File: src/rtl/core_rst_seq.sv
// rtl/core_rst_seq.sv - core reset sequencer: power-on/soft-reset requests, drain, timed reset hold, boot vector capture
module core_rst_seq #(
   parameter int XLEN     = 32,
   parameter int RST_HOLD = 16,
   parameter int DRAIN_TO = 256
) (
   input  logic            clk,
   input  logic            rst,
   input  logic            pwron_req,
   input  logic            srst_req,
   input  logic [XLEN-1:0] bootvec_in,
   input  logic            core_idle,
   output logic            core_rstn,
   output logic [XLEN-1:0] core_bootvec,
   output logic            drain_req,
   output logic            seq_busy,
   output logic [2:0]      seq_state,
   output logic            drain_tmo
);

   localparam int CNT_MAX = (RST_HOLD > DRAIN_TO) ? RST_HOLD : DRAIN_TO;
   localparam int CNT_W   = $clog2(CNT_MAX + 1);
   localparam logic [CNT_W-1:0] HOLD_LAST  = CNT_W'(RST_HOLD - 1);
   localparam logic [CNT_W-1:0] DRAIN_LAST = CNT_W'(DRAIN_TO - 1);

   generate
      if (RST_HOLD < 1) begin : g_bad_hold
         $error("core_rst_seq: RST_HOLD must be >= 1");
      end
      if (DRAIN_TO < 1) begin : g_bad_drain
         $error("core_rst_seq: DRAIN_TO must be >= 1");
      end
   endgenerate

   typedef enum logic [2:0] {
      S_OFF   = 3'd0,
      S_HOLD  = 3'd1,
      S_RUN   = 3'd2,
      S_DRAIN = 3'd3
   } state_t;

   state_t            state_q, state_d;
   logic [CNT_W-1:0]  cnt_q, cnt_d, cnt_inc;
   logic [XLEN-1:0]   bootvec_q, bootvec_d;
   logic              tmo_q, tmo_d;
   logic              pend_q, pend_d;
   logic              rstn_q, drain_q, busy_q;

   // Saturating increment so a long stall can never wrap back into a match
   assign cnt_inc = (cnt_q == {CNT_W{1'b1}}) ? cnt_q : cnt_q + 1'b1;

   always_comb begin
      state_d   = S_OFF;
      cnt_d     = cnt_inc;
      bootvec_d = bootvec_q;
      tmo_d     = tmo_q;
      pend_d    = pend_q;
      case (state_q)
         S_OFF: begin
            cnt_d = '0;
            if (pwron_req) begin
               state_d = S_HOLD;
               tmo_d   = 1'b0;
            end
         end
         S_HOLD: begin
            state_d = S_HOLD;
            if (!pwron_req) begin
               state_d = S_OFF;
               cnt_d   = '0;
            end else if (cnt_q == HOLD_LAST) begin
               state_d   = S_RUN;
               cnt_d     = '0;
               bootvec_d = bootvec_in;
               pend_d    = 1'b0;
            end
         end
         S_RUN: begin
            state_d = S_RUN;
            cnt_d   = '0;
            if (srst_req || !pwron_req) begin
               state_d = S_DRAIN;
               pend_d  = srst_req;
            end
         end
         S_DRAIN: begin
            state_d = S_DRAIN;
            if (core_idle || (cnt_q == DRAIN_LAST)) begin
               if (!core_idle) tmo_d = 1'b1;
               cnt_d   = '0;
               state_d = pwron_req ? S_HOLD : S_OFF;
            end
         end
         default: begin
            state_d = S_OFF;
            cnt_d   = '0;
         end
      endcase
   end

   always_ff @(posedge clk) begin
      if (rst) begin
         state_q   <= S_OFF;
         cnt_q     <= '0;
         bootvec_q <= '0;
         tmo_q     <= 1'b0;
         pend_q    <= 1'b0;
         rstn_q    <= 1'b0;
         drain_q   <= 1'b0;
         busy_q    <= 1'b0;
      end else begin
         state_q   <= state_d;
         cnt_q     <= cnt_d;
         bootvec_q <= bootvec_d;
         tmo_q     <= tmo_d;
         pend_q    <= pend_d;
         rstn_q    <= (state_d == S_RUN) || (state_d == S_DRAIN);
         drain_q   <= (state_d == S_DRAIN);
         busy_q    <= (state_d == S_HOLD) || (state_d == S_DRAIN);
      end
   end

   assign core_rstn    = rstn_q;
   assign core_bootvec = bootvec_q;
   assign drain_req    = drain_q;
   assign seq_busy     = busy_q;
   assign seq_state    = state_q;
   assign drain_tmo    = tmo_q;

endmodule

File: config.mk
export PLATFORM = sky130hd
export DESIGN_NAME = core_rst_seq
export DESIGN_NICKNAME = d
export VERILOG_FILES = /design/src/rtl/core_rst_seq.sv
export SDC_FILE = /design/constraint.sdc
export NUM_CORES = 1
export LEC_CHECK = 0
export ABC_CLOCK_PERIOD_IN_PS = 1900
export CAP_MARGIN = 10
export CORE_AREA = 2 2 96 80
export CTS_CLUSTER_SIZE = 40
export DETAILED_ROUTE_END_ITERATION = 6
export DIE_AREA = 0 0 98 82
export SLEW_MARGIN = 20
export SYNTH_ARGS = -nofsm -noshare
export SYNTH_HDL_FRONTEND = slang
export SYNTH_SLANG_ARGS = --single-unit
File: constraint.sdc
create_clock -name clk -period 1.9 [get_ports clk]
set_clock_uncertainty 0.2 [all_clocks]
set_input_delay 0.285 -clock clk [delete_from_list [all_inputs] [get_ports clk]]
set_output_delay 0.285 -clock clk [all_outputs]
set_load 0.005 [all_outputs]
==> results <==
- The run finished with clean final reports.
- Buffers inserted during clock tree synthesis total 5.
- After clock tree synthesis, the clock-pin slew on the worst setup and hold paths is approximately 0.090 ns.
- For this configuration, the core starts out at a cell density of a little over a quarter.
- The number of remaining DRC errors is 0.
- For this block, the via count after detailed routing is between 1500 and 2000.
- The category of the critical setup timing path is reg2reg.
- By area the synthesized netlist is led by dfxtp_1, nand2_1, a21oi_2.
- The final worst-path cycle share is between 90% and 100%.
- For the finished layout, the period the worst path requires is ~1.8 ns.
- The count of buffers added by post-CTS timing repair for setup is 0.
- The layer flagged by global routing as most heavily used is met2.
- The synthesized area divided by synthesized cell count is approximately 8.6 um^2.
- The placer's final routability congestion estimate is ~0.72.
- The power per unit of standard cell area is around 620 mW/mm^2.
- After technology mapping, the gate count stands at 223.
- The quantity of gates resized following cts is 0.
- STA puts the critical path data required time at ~1.9 ns.
- The master cell of the clock root buffer is clkbuf_8.
- Setup violations remaining at the end of the flow were counted as 0.
- The total I/O pin count is 76.
- The quantity of hold-fixing buffers added after cts is 0.
- The worst hold path begins at rst.
- Based on the critical path, the design can be clocked at up to 554.1 MHz.
- In this run, synthesis inferred 0 flip-flops with an integrated enable.
- Synthesis inferred 46 register bits.
- The clock passes through at most 2 buffers.
- OpenSTA, run right after detailed placement, puts the worst setup slack at -0.1099 ns.
- The worst flop-to-flop path startpoint is cnt_q[5].
- The share of Yosys cell area claimed by the top area cell type is 48.01%.
- The die is 98 um wide.
- The maximum number of pins on one net before global-route repair is 21.
- In this run the core area contains 28 standard-cell rows.
- The instance area after placement is about 0.0028 mm^2.
- The detailed placer's ending HPWL is 3.479 mm.
- In this run the tool buffered the top-level ports with 74 buffer cells.
- The via-per-instance ratio is around 4.5.
- The synthesized netlist contains 36 unique library cells.
- Of all flip-flops after synthesis, the portion carrying an async set or reset was 0%.
- The number of design-rule violations left by the first detailed-router iteration is 53.
- For this run, global-route usage on met2 was measured as 20.89%.
- The net count of the finished layout is approximately 350.
- The global-route wire length before repair is between 8 and 9 mm.
- The fraction of final layout cells with drive strength greater than 1 is between 15 and 20%.
- The number of optimization iterations in the first detailed-route pass is 4.
- The non-filler instance count after layout is roughly 400.
- The analysis attributes to cell leakage a power of approximately 0.001 uW.
- The met3 usage in global routing is under 10%.
- The worst-skew pair later-pin latency is 0.30 ns.
- The total non-filler cell area in the finished layout is about 0.003 mm^2.
- In this run the worst setup path begins at cnt_q[5].
- The post-detailed-route count of antenna-violating nets is 0.
- The maximum fanout encountered on the critical timing path is 6.
- The number of clock sinks seen by CTS is 46.
- In the synthesized netlist, the cells that appear most often are nand2_1, dfxtp_1, a21oi_1.
- The prevailing post-synth register cell is dfxtp_1.
- The number of antenna violations at the first check in global routing was 0.
- Setup repair after global routing left no endpoint under its margin.
- The area used by multi-input combinational logic is just under 900 um^2.
- Global routing consumed, on the met1 layer, about 16% of the routing resources.
- The class of the tightest hold or removal check is in2reg.
- The max-slew violation count is 0.
- The largest voltage drop on the vdd net is around 0.3 mV.
- The worst setup path is launched from a flip-flop.
- The total global routing track utilization is between 10% and 20%.
- After floorplanning, the core was sized to cover 0.007112 mm^2.
- The synthesis-to-finish area growth is 54.47%.
- The number of global-route vias before repair is around 1700.
- Across the run, the number of max-cap violations was 0.
- The total congestion overflow after global routing is 0.
- STA puts the critical path data arrival time at around 1.8 ns.
- The die is approximately 82 um tall.
- nand2_1 is the most common cell in the netlist.
- The count of fill cells added during filler insertion is about 730.
- The number of H-tree levels is 2.
- The total nets after synthesis is between 200 and 300.
- The number of cells in the design after placement is approximately 400.
- The Yosys step of the flow raised 0 warnings.
- The synthesized netlist occupies a cell area of 0.001918 mm^2.
- The leading area contributor after synthesis is dfxtp_1.
- After detailed routing, the average wire length per cell comes to around 12 um.
- The number of inserted diodes is 0.
- The wire length after detailed routing is slightly below 5 mm.
- The area of the die is about 0.008 mm^2.
- The final count of hold timing violations is 0.
- The sequential share of the synthesized area is between 40% and 50%.
- TritonCTS built the clock tree.
- The minimum setup slack in the final design is around 0.095 ns.
- STA classifies the critical path endpoint as a flip-flop.
- The area of all sequential standard cells is approximately 920 um^2.
==> through the flow <==
stage | setup TNS (ns) | utilization, % | total power [uW] | hold slack, ns
finish | 0 | 41.66 | 1843 | 0.2335
global route | 0 | 41.66 | 1925 | 0.2703
CTS | 0 | 41.61 | 1884 | 0.2320
detailed placement | -1.687 | 40.02 | 1120 | 0.2451
global placement | -0.8898 | 40.02 | 1120 | 0.2380
floorplan | 0 | - | 1024 | 0.2255
==> per-layer routing <==
metal | share of wire [%] | vias up
met5 | 0 | -
met2 | 44 | 51
met3 | 5.7 | 6
met4 | 1.4 | 0
li1 | - | 919
met1 | 48 | 820
==> final cells by class <==
| type | count | area share (%) |
|---|---|---|
| Clock inverter | 1 | 1.014 |
| Timing Repair Buffer | 94 | 31.17 |
| Clock buffer | 6 | 2.787 |
| Multi-Input combinational cell | 157 | 29.52 |
| Inverter | 5 | 0.6334 |
| Sequential cell | 46 | 31.08 |
| Tap cell | 90 | 3.801 |
==> cells in the final DEF (no fill, tap or decap), types with 2 or more instances in the layout <==
| cell | Yosys | routed |
|---|---|---|
| a21oi_1 | 22 | 21 |
| nor2_1 | 10 | 10 |
| nand3b_1 | 2 | 2 |
| a211oi_1 | 4 | 4 |
| dfxtp_1 | 46 | 46 |
| clkdlybuf4s50_1 | 0 | 73 |
| clkbuf_8 | 0 | 6 |
| xnor2_1 | 3 | 3 |
| nor4b_1 | 2 | 2 |
| nand2b_1 | 3 | 3 |
| and3_1 | 2 | 2 |
| buf_4 | 2 | 17 |
| inv_1 | 5 | 5 |
| nor3_1 | 3 | 3 |
| a31oi_1 | 5 | 5 |
| nand3_1 | 4 | 4 |
| nand2_1 | 66 | 66 |
| a21oi_2 | 14 | 15 |
| buf_12 | 0 | 3 |
| nand4_1 | 2 | 2 |
==> critical path: stages (launching register included) <==
cell	delay, ns
dfxtp_1	0.38
nor4_4	0.35
a21oi_1	0.17
buf_4	0.16
nor4b_1	0.35
nor2_1	0.08
==> state kept, by name (all words and copies together), names as in the netlist <==
name and cells:
core_bootvec 32, cnt_q 9, seq_state 2, drain_req 1, drain_tmo 1, seq_busy 1
==> report_power, final <==
part / internal, uW / total (uW) / switching [uW]
logic: 86.4 / 128 / 41.3
clock network: 421 / 746 / 324
registers: 967 / 969 / 2.69
==> kinds of logic after synthesis <==
kind of cell               count (synthesis)  synth area share (%)
adders and majority gates                  1                0.6522
xor gates and xnor gates                   3                 1.370
and+or+nand+nor                          102                 24.66
muxes                                      1                0.5219
DFF                                       46                 48.01
AOI/OAI and AO/OA                         49                 18.00
buffers and inverters                     20                 6.588
other                                      1                0.1955
==> worst paths after layout <==
kind                                         end  slack, ns  cells past startpoint
worst min register to register   core_bootvec[0]       0.25                      2
worst min-delay path            core_bootvec[28]       0.23                      3
worst max register to register          seq_busy        0.1                      5
worst max-delay path                    seq_busy        0.1                      5
Power figures use the tool's default switching activity.
